===== src/rtl/bsg_timeslice_pkg.sv =====
// bsg_timeslice_pkg
//   Shared definitions for the time-slice arbiter:
//     state_e  : arbiter state (IDLE / GRANT)
//     rr_pick  : rotate-then-priority-encode round-robin search
package bsg_timeslice_pkg;

  typedef enum logic {
    IDLE  = 1'b0,
    GRANT = 1'b1
  } state_e;

  // Widest request vector rr_pick accepts; callers zero-extend into it.
  localparam int rr_max_els_lp = 64;

  // Search reqs starting at (last+1) mod els, wrapping back to last.
  // Returns the first set index. If nothing is set, returns last; callers
  // qualify the result with an any-request term.
  // The loop walks offsets from far to near so that the nearest set bit is
  // the final assignment, which keeps the logic a plain priority chain.
  function automatic int rr_pick(input logic [rr_max_els_lp-1:0] reqs,
                                 input int els,
                                 input int last);
    int pick;
    int idx;
    pick = last;
    for (int i = els; i >= 1; i--) begin
      idx = (last + i) % els;
      if (reqs[idx]) pick = idx;
    end
    return pick;
  endfunction

endpackage


===== src/rtl/bsg_slice_counter.sv =====
// bsg_slice_counter
//   Dynamic-limit slice timer. Latches a quantum at slice start and counts
//   enabled cycles until the quantum is reached.
// Ports:
//   clk_i     clock
//   reset_i   synchronous active-high reset (count=0, quantum=1)
//   en_i      count this cycle (already gated by the caller)
//   load_i    start a fresh slice: count=0, quantum=max(limit_i,1)
//   clear_i   return count to 0 without touching the quantum
//   limit_i   slice length, sampled only on load_i
//   expire_o  combinational: this enabled cycle is the last of the slice
module bsg_slice_counter #(
  parameter int width_p = 16
) (
  input  logic               clk_i,
  input  logic               reset_i,
  input  logic               en_i,
  input  logic               load_i,
  input  logic               clear_i,
  input  logic [width_p-1:0] limit_i,
  output logic               expire_o
);

  logic [width_p-1:0] count_r;
  logic [width_p-1:0] quantum_r;

  // The quantum is at most 2^width_p-1, so count_r+1 reaches it before
  // count_r could ever wrap.
  assign expire_o = en_i && ((count_r + width_p'(1)) == quantum_r);

  // NOTE: sequential state uses non-blocking assignments only, so every
  // register samples pre-edge values regardless of statement order.
  always_ff @(posedge clk_i) begin
    if (reset_i) begin
      count_r   <= '0;
      quantum_r <= width_p'(1);
    end else if (load_i) begin
      count_r   <= '0;
      quantum_r <= (limit_i == '0) ? width_p'(1) : limit_i;
    end else if (clear_i) begin
      count_r   <= '0;
    end else if (en_i && !expire_o) begin
      count_r   <= count_r + width_p'(1);
    end
  end

endmodule


===== src/rtl/bsg_timeslice_arbiter.sv =====
// bsg_timeslice_arbiter
//   Round-robin arbiter sharing one resource among els_p requesters. Each
//   winner holds its grant for a programmable number of enabled cycles, or
//   until it drops its request, then the next requester is picked with no
//   idle bubble.
// Ports:
//   clk_i            clock
//   reset_i          synchronous active-high reset
//   reqs_i           per-requester level request
//   limit_i          slice length in enabled cycles (0 acts as 1), sampled
//                    at grant start only
//   en_i             slice time advances only while high
//   grants_o         registered one-hot grant (or all zero)
//   grant_id_o       index of current / last grantee
//   busy_o           a grant is active
//   expired_o        one-cycle pulse: the current slice expires this cycle
//   preempt_count_o  (BSG_TIMESLICE_ARB_PREEMPT_STATS_EN only) saturating
//                    count of expiries that handed the grant to a waiter
// Optional feature macro: BSG_TIMESLICE_ARB_PREEMPT_STATS_EN
module bsg_timeslice_arbiter
  import bsg_timeslice_pkg::*;
#(
  parameter  int els_p     = 4,
  parameter  int width_p   = 16,
  localparam int lg_els_lp = $clog2(els_p)
) (
  input  logic                 clk_i,
  input  logic                 reset_i,
  input  logic [els_p-1:0]     reqs_i,
  input  logic [width_p-1:0]   limit_i,
  input  logic                 en_i,
  output logic [els_p-1:0]     grants_o,
  output logic [lg_els_lp-1:0] grant_id_o,
  output logic                 busy_o,
  output logic                 expired_o
`ifdef BSG_TIMESLICE_ARB_PREEMPT_STATS_EN
  ,
  output logic [width_p-1:0]   preempt_count_o
`endif
);

  state_e                 state_r;
  logic [els_p-1:0]       grants_r;
  logic [lg_els_lp-1:0]   grant_id_r;

  logic                   busy;
  logic                   any_req;
  logic                   holder_req;
  logic                   release_w;
  logic                   slice_en;
  logic                   expire_w;
  logic                   arb_w;
  logic                   load_w;
  logic                   clear_w;
  logic [lg_els_lp-1:0]   pick_id;
  logic [els_p-1:0]       pick_onehot;

  assign busy       = (state_r == GRANT);
  assign any_req    = |reqs_i;
  assign holder_req = reqs_i[grant_id_r];

  // Release wins over expiry: a holder that drops its request never
  // produces an expiry, because slice time only advances while it requests.
  assign release_w  = busy && !holder_req;
  assign slice_en   = busy && holder_req && en_i;

  // Arbitrate whenever idle or the current slice ends this cycle. The holder
  // is not excluded, so a lone requester is simply re-granted.
  assign arb_w   = !busy || release_w || expire_w;
  assign load_w  = arb_w && any_req;
  assign clear_w = arb_w && !any_req;

  assign pick_id     = lg_els_lp'(rr_pick(rr_max_els_lp'(reqs_i), els_p,
                                          int'(grant_id_r)));
  assign pick_onehot = {{(els_p-1){1'b0}}, 1'b1} << pick_id;

  bsg_slice_counter #(
    .width_p (width_p)
  ) slice_counter (
    .clk_i    (clk_i),
    .reset_i  (reset_i),
    .en_i     (slice_en),
    .load_i   (load_w),
    .clear_i  (clear_w),
    .limit_i  (limit_i),
    .expire_o (expire_w)
  );

  // Reset pre-empts the slice without announcing an expiry.
  assign expired_o  = expire_w && !reset_i;
  assign grants_o   = grants_r;
  assign grant_id_o = grant_id_r;
  assign busy_o     = busy;

  // NOTE: every control register has an explicit reset value; grant_id
  // starts at els_p-1 so that requester 0 is searched first.
  always_ff @(posedge clk_i) begin
    if (reset_i) begin
      state_r    <= IDLE;
      grants_r   <= '0;
      grant_id_r <= lg_els_lp'(els_p - 1);
    end else begin
      case (state_r)
        IDLE: begin
          if (any_req) begin
            state_r    <= GRANT;
            grants_r   <= pick_onehot;
            grant_id_r <= pick_id;
          end
        end
        GRANT: begin
          if (release_w || expire_w) begin
            if (any_req) begin
              grants_r   <= pick_onehot;
              grant_id_r <= pick_id;
            end else begin
              state_r    <= IDLE;
              grants_r   <= '0;
            end
          end
        end
        default: begin
          state_r  <= IDLE;
          grants_r <= '0;
        end
      endcase
    end
  end

`ifdef BSG_TIMESLICE_ARB_PREEMPT_STATS_EN
  logic               others_waiting;
  logic [width_p-1:0] preempt_count_r;

  // An expiry counts only when someone other than the holder is waiting,
  // i.e. the grant actually moves because time ran out.
  assign others_waiting  = |(reqs_i & ~grants_r);
  assign preempt_count_o = preempt_count_r;

  always_ff @(posedge clk_i) begin
    if (reset_i) begin
      preempt_count_r <= '0;
    end else if (expire_w && others_waiting && (preempt_count_r != '1)) begin
      preempt_count_r <= preempt_count_r + width_p'(1);
    end
  end
`endif

endmodule


===== config.mk =====
export PLATFORM = sky130hd
export DESIGN_NAME = bsg_timeslice_arbiter
export DESIGN_NICKNAME = d
export VERILOG_FILES = /design/src/rtl/bsg_timeslice_pkg.sv /design/src/rtl/bsg_slice_counter.sv /design/src/rtl/bsg_timeslice_arbiter.sv
export SDC_FILE = /design/constraint.sdc
export NUM_CORES = 1
export LEC_CHECK = 0
export ABC_AREA = 1
export CORE_MARGIN = 4
export CORE_UTILIZATION = 55
export DETAILED_ROUTE_END_ITERATION = 16
export PLACE_DENSITY = 0.79
export SLEW_MARGIN = 10
export SYNTH_ARGS = -nofsm -noshare
export SYNTH_HDL_FRONTEND = slang
export SYNTH_SLANG_ARGS = --single-unit
export TNS_END_PERCENT = 10

===== constraint.sdc =====
create_clock -name clk_i -period 3.4 [get_ports clk_i]
set_input_delay 1.02 -clock clk_i [delete_from_list [all_inputs] [get_ports clk_i]]
set_output_delay 1.02 -clock clk_i [all_outputs]
set_load 0.05 [all_outputs]

# Yosys cells after proc, flatten, opt, wreduce, memory -nomap -nowiden
# Index checks and enable logic that the tools add are counted.
dict set report totals {
  out_inout_bits 8
  ff_bits 39
  elab_cells 77
  inputBits 23
}
dict set report classes {
  order_cmp 5
  shifts 1
  addsub 5
  n_reduce_logical 24
  mux 29
  n_eq_ne 3
  bitwise_logic 5
}
# op n
set ops {}
lappend ops {{$lt 3x8->1 const B} 4}
lappend ops {{$add 16x1->16 const B} 1}
lappend ops {{$eq 16x16->1} 1}
lappend ops {{$logic_not 16->1} 1}
lappend ops {{$mux 16} 1}
lappend ops {{$bmux 1 s3} 4}
lappend ops {{$mux 2} 6}
lappend ops {{$mux 4} 3}
lappend ops {{$mux 1} 11}
lappend ops {{$logic_and 1x1->1} 8}
lappend ops {{$pmux 4 s2} 1}
lappend ops {{$reduce_or 2->1} 4}
lappend ops {{$logic_not 1->1} 5}
lappend ops {{$add 2x1->2 const B} 2}
lappend ops {{$add 2x2->2 const B} 2}
lappend ops {{$and 1x1->1 const A} 4}
lappend ops {{$pmux 2 s2} 1}
lappend ops {{$reduce_or 4->1} 1}
lappend ops {{$shl 1x2->4 const A} 1}
lappend ops {{$logic_or 1x1->1} 3}
lappend ops {{$lt 2x3->1 const B} 1}
lappend ops {{$reduce_or 3->1} 1}
lappend ops {{$bmux 1 s2} 1}
lappend ops {{$ne 2x1->1 const B} 1}
lappend ops {{4 further kinds} 4}

# Depth between registers and ports, before layout
# Gate-level depths: netlist of run 1.
dict set report logic_depth {
  word_depth 14
  ltp_mapped 18
  ltp_nobuf 17
}

# By module
# A second synthesis of run 1 with hierarchy kept.
dict set report unflattened {
  cells_unflattened 425
  area_unflattened_um2 2578.7
}
# mod n_inst area_per_inst_um2 cells_each seq_area_each_um2
set by_module_without_submodules {}
lappend by_module_without_submodules {bsg_slice_counter 1 1983.2 329 640.6}
lappend by_module_without_submodules {bsg_timeslice_arbiter 1 595.6 96 140.1}

# Least setup slack after synthesis of run 1
# Ideal clock, no wire load.
dict set report synth_timing {
  kind {input to output}
  start {input port reqs_i[1]}
  end {output port expired_o}
  t_arrival_ns 3.111
  path_slack_ns -0.731
  cell_stages 8
  n_path_buf 0
  cell_sequence {inv_1 -> nand2_1 -> o21ai_0 -> nand2_1 -> o211ai_1 -> inv_1 -> nand2_1 -> nor4_1}
}
dict set report synth_via {
  elab_chain_cells 6
}
# element line
set synth_lines {}
lappend synth_lines {{start, declared} bsg_timeslice_arbiter.sv:29} ;# input logic [els_p-1:0] reqs_i,
lappend synth_lines {{$bmux 1 s2} bsg_timeslice_arbiter.sv:60} ;# assign holder_req = reqs_i[grant_id_r];
lappend synth_lines {{$mux 1 (not written as such)} bsg_timeslice_arbiter.sv:60}
lappend synth_lines {{$logic_and 1x1->1 (2 in a row)} bsg_timeslice_arbiter.sv:65} ;# assign slice_en = busy && holder_req && en_i;
lappend synth_lines {{$logic_and 1x1->1} bsg_slice_counter.sv:29} ;# assign expire_o = en_i && ((count_r + width_p'(1)) == quantum_r);
lappend synth_lines {{$logic_and 1x1->1} bsg_timeslice_arbiter.sv:90} ;# assign expired_o = expire_w && !reset_i;
lappend synth_lines {{end, declared} bsg_timeslice_arbiter.sv:35} ;# output logic expired_o
# No other way between the ends. The select of a mux whose other input is x is not followed.

# Worst setup path in the final report of run 1
dict set report layout_timing {
  start {register slice_counter.count_r[0]}
  end {output port expired_o}
}
dict set report layout_via {
  elab_chain_cells 4
}
# element line
set layout_lines {}
lappend layout_lines {{start, declared} bsg_slice_counter.sv:24} ;# logic [width_p-1:0] count_r;
lappend layout_lines {{start signal, assigned} bsg_slice_counter.sv:43} ;# count_r <= count_r + width_p'(1);
lappend layout_lines {{$add 16x1->16} bsg_slice_counter.sv:29}
lappend layout_lines {{$eq 16x16->1} bsg_slice_counter.sv:29}
lappend layout_lines {{$logic_and 1x1->1} bsg_slice_counter.sv:29}
lappend layout_lines {{$logic_and 1x1->1} bsg_timeslice_arbiter.sv:90}
# No other way between the ends.

==> results of run 1 <==
## metrics by stage
| stage | total power (W) | hold WS [ns] |
|---|---|---|
| 6_report | 0.00187 | 0.490 |
| 3_5_place_dp | 0.00145 | 0.476 |
| 2_1_floorplan | 0.00122 | 0.448 |
| 5_1_grt | 0.00200 | 0.510 |
| 3_3_place_gp | 0.00143 | 0.467 |
| 4_1_cts | 0.00186 | 0.492 |
## flip-flops by register name, summed over array words and instances (netlist names)
signal                   cells
slice_counter.count_r       16
slice_counter.quantum_r     16
grants_o                     4
grant_id_o                   2
busy_o                       1
## placed cells by master, fill, tap and decap left out, types with 5 or more instances in the layout
master,count
clkbuf_8,5
dfxtp_2,6
inv_1,48
nand3b_1,5
buf_4,22
nor2_1,51
nor4_1,5
clkdlybuf4s50_1,25
dfxtp_1,32
nand3_1,51
nand4_1,11
nand3_2,5
a21oi_1,20
nor2_4,5
nand2_1,150
## metal layers
layer | global-route usage (%) | wire [µm] | vias up
met2 | 38.5 | 3300 | 103
met4 | 8.04 | 218 | 0
li1 | - | - | 1501
met5 | 0 | 0 | -
met3 | 4.73 | 437 | 19
met1 | 27.9 | 2990 | 1293
## cell type report
type | instances | area (µm²)
well taps | 52 | 65.1
flip-flops and latches | 39 | 792
repair buffers | 55 | 537
fillers | 354 | 1090
clock buffers | 5 | 68.8
multi-input cells | 335 | 1620
inverters | 51 | 191
clock inverters | 3 | 47.5
## power by group
part           switching, W  internal (W)
Clock              0.000184      0.000222
Sequential        0.0000606      0.000529
Combinational      0.000559      0.000314
## logic make-up after synthesis
logic type	after synthesis	synth area share [%]
and+or+nand+nor	299	51.1
buffers and inverters	61	9.69
DFF	39	30.5
AOI/OAI and AO/OA	31	6.80
xor gates and xnor gates	4	1.37
adders and majority gates	1	0.489
## path summary, 6_finish.rpt
kind                                   start                          end  slack [ns]
setup / recovery    slice_counter.count_r[0]                    expired_o        0.13
hold / removal    slice_counter.quantum_r[0]   slice_counter.quantum_r[0]        0.49
setup reg to reg    slice_counter.count_r[0]  slice_counter.quantum_r[10]        0.95
hold reg to reg   slice_counter.quantum_r[0]   slice_counter.quantum_r[0]        0.49
## repair_timing
action                                  4_1_cts  5_1_grt
resized for setup                            18       16
endpoints found under the setup margin        1        1
setup buffers                                 3        9
pin swaps                                     9       13
## worst max-delay path: cells and delay by family (launching register included)
family	cells	cell delay (ns)
AOI/OAI and AO/OA	1	0.11
buffers and inverters	2	0.31
adders and majority gates	1	0.16
and+or+nand+nor	7	0.99
DFF	1	0.37
==> impl_results.md, run 1 <==
* Cts hold-fix bufs at 0
* Slew Limit Fails at 0
* Post-synth top area cell: dfxtp_1
* Largest net degree at the start of global routing at 24
* Max clock buf depth at 2
* Placer Congestion at 0.876
* Die footprint at 5800 µm²
* Max rail drop VDD at 0.449 mV
* Synth warnings at 0
* #FFs+latches synth at 39
* Async set-reset flop share out of synthesis at 0%
* CP max stage cell: dfxtp_2
* Critical Path Most Common Cell: nand3_1
* TritonCTS clock tree: yes
* Antenna violations before repair at 0
* Setup-failing EPs final at 0
* Syn_area_per_cell at 5.88 µm²
* Pwr per Cell Area at ~560 nW/µm²
* DRC viols at 0
* PortBufs at 30
* Status: finished clean
* GRT Total Usage at 22.6%
* Total congestion overflow at 0
* Antenna Violating Nets Remaining at 0
* Max cap viols at 0
* Data arrival time of the worst path at 2.25 ns
* Type of the worst setup path: flip-flop to primary output
* Hold WC Path Type: flip-flop to flip-flop
* Leakage at 1.47 nW
* Cells after Synth at approximately 440
* Post-Route WL at roughly 7.0 mm
* Period utilization at 96.0%
* Reg2Reg Depth at 16
* Hold Path Depth at 2
* Yosys cell types at 29
* DR vias at 2916
* Share of cells above drive strength 1 at 14.5%
* Finished Layout Cells at 540
* Req. time, crit path at 2.38 ns
* TritonCTS buffer count at 5
* Number of synthesized flops with an enable pin at 0
* Net Count, Synth at 459
* Min setup slack post-route at 0.135 ns
* Placed cell count at 520
* I/O pin total at 31
* Post-synth top cells: 152 x nand2_1, 55 x nand3_1, 54 x nor2_1
* Crit path largest cell delay at 0.37 ns
* H-tree Lvls at 2
* Worst-path cell chain: ha_4, nand2_4, nor2_4, buf_4, nand3_1, nand3_1, o211ai_1, nor3_2, nand2_1, nor4_4, buf_12
* Detailed placer's ending HPWL at about 5 mm
* CTS Sinks at 39
* Synth top area share at 30.5%
* CTS root buf: clkbuf_8
* Slew headroom at between 60% and 70%
* Vias in the first global route at 2543
* Final hold viol count at 0
* Die X at ~76 µm
* Top_reg_cell synth: dfxtp_1
* CP Capture Type: primary output
* Worst-Skew Late Latency at 0.31 ns
* Clock skew at 0.0119 ns
* Wire per inst at 12.9 µm
* Final Net Count at 511
* Drt pass-1 iters at 5
* Post-layout util at 75.3%
* Initial Utilization at slightly below 60%
* Post-placement worst setup slack at -0.153 ns
* Area post-placement at between 2000 and 3000 µm²
* Die Y at about 76 µm
* Drt via density at 5.40
* Critical Path Source Type: flip-flop
* Post-synthesis cell area at 2560 µm²
* Max Freq at 306 MHz
* Cell Rows at 24
* Worst slew pin tran at 0.496 ns
* Top post-synthesis cells by area: dfxtp_1 31%, nand2_1 22%, nand3_1 11%
* Core Area at 4410 µm²
* Register area share after synthesis at 30.5%
* Fin crit period at ~3.3 ns
* Top-count cell post-synth: nand2_1
* Drt first-iter violations at 191
* First-pass GRT wire length at 11.0 mm
* Critical-path maximum fanout at 4
* Ant diodes at 0
* Final Instance Area at 3320 µm²
* Synth-to-layout area growth at 30.0%
* Setup TNS at 0 ns
* Clock slew at reported path FFs at approximately 0.09 ns
Note: power is estimated with default switching activity, not from simulation.
==> inputs of run 2 (changes only) <==
--- a/config.mk
+++ b/config.mk
@@ -6,6 +6,7 @@
 export NUM_CORES = 1
 export LEC_CHECK = 0
 export ABC_AREA = 1
+export CAP_MARGIN = 20
 export CORE_MARGIN = 4
 export CORE_UTILIZATION = 55
 export DETAILED_ROUTE_END_ITERATION = 16
==> results of run 2 <==
No change in the layout: final DEF, timing and power equal those of run 1.
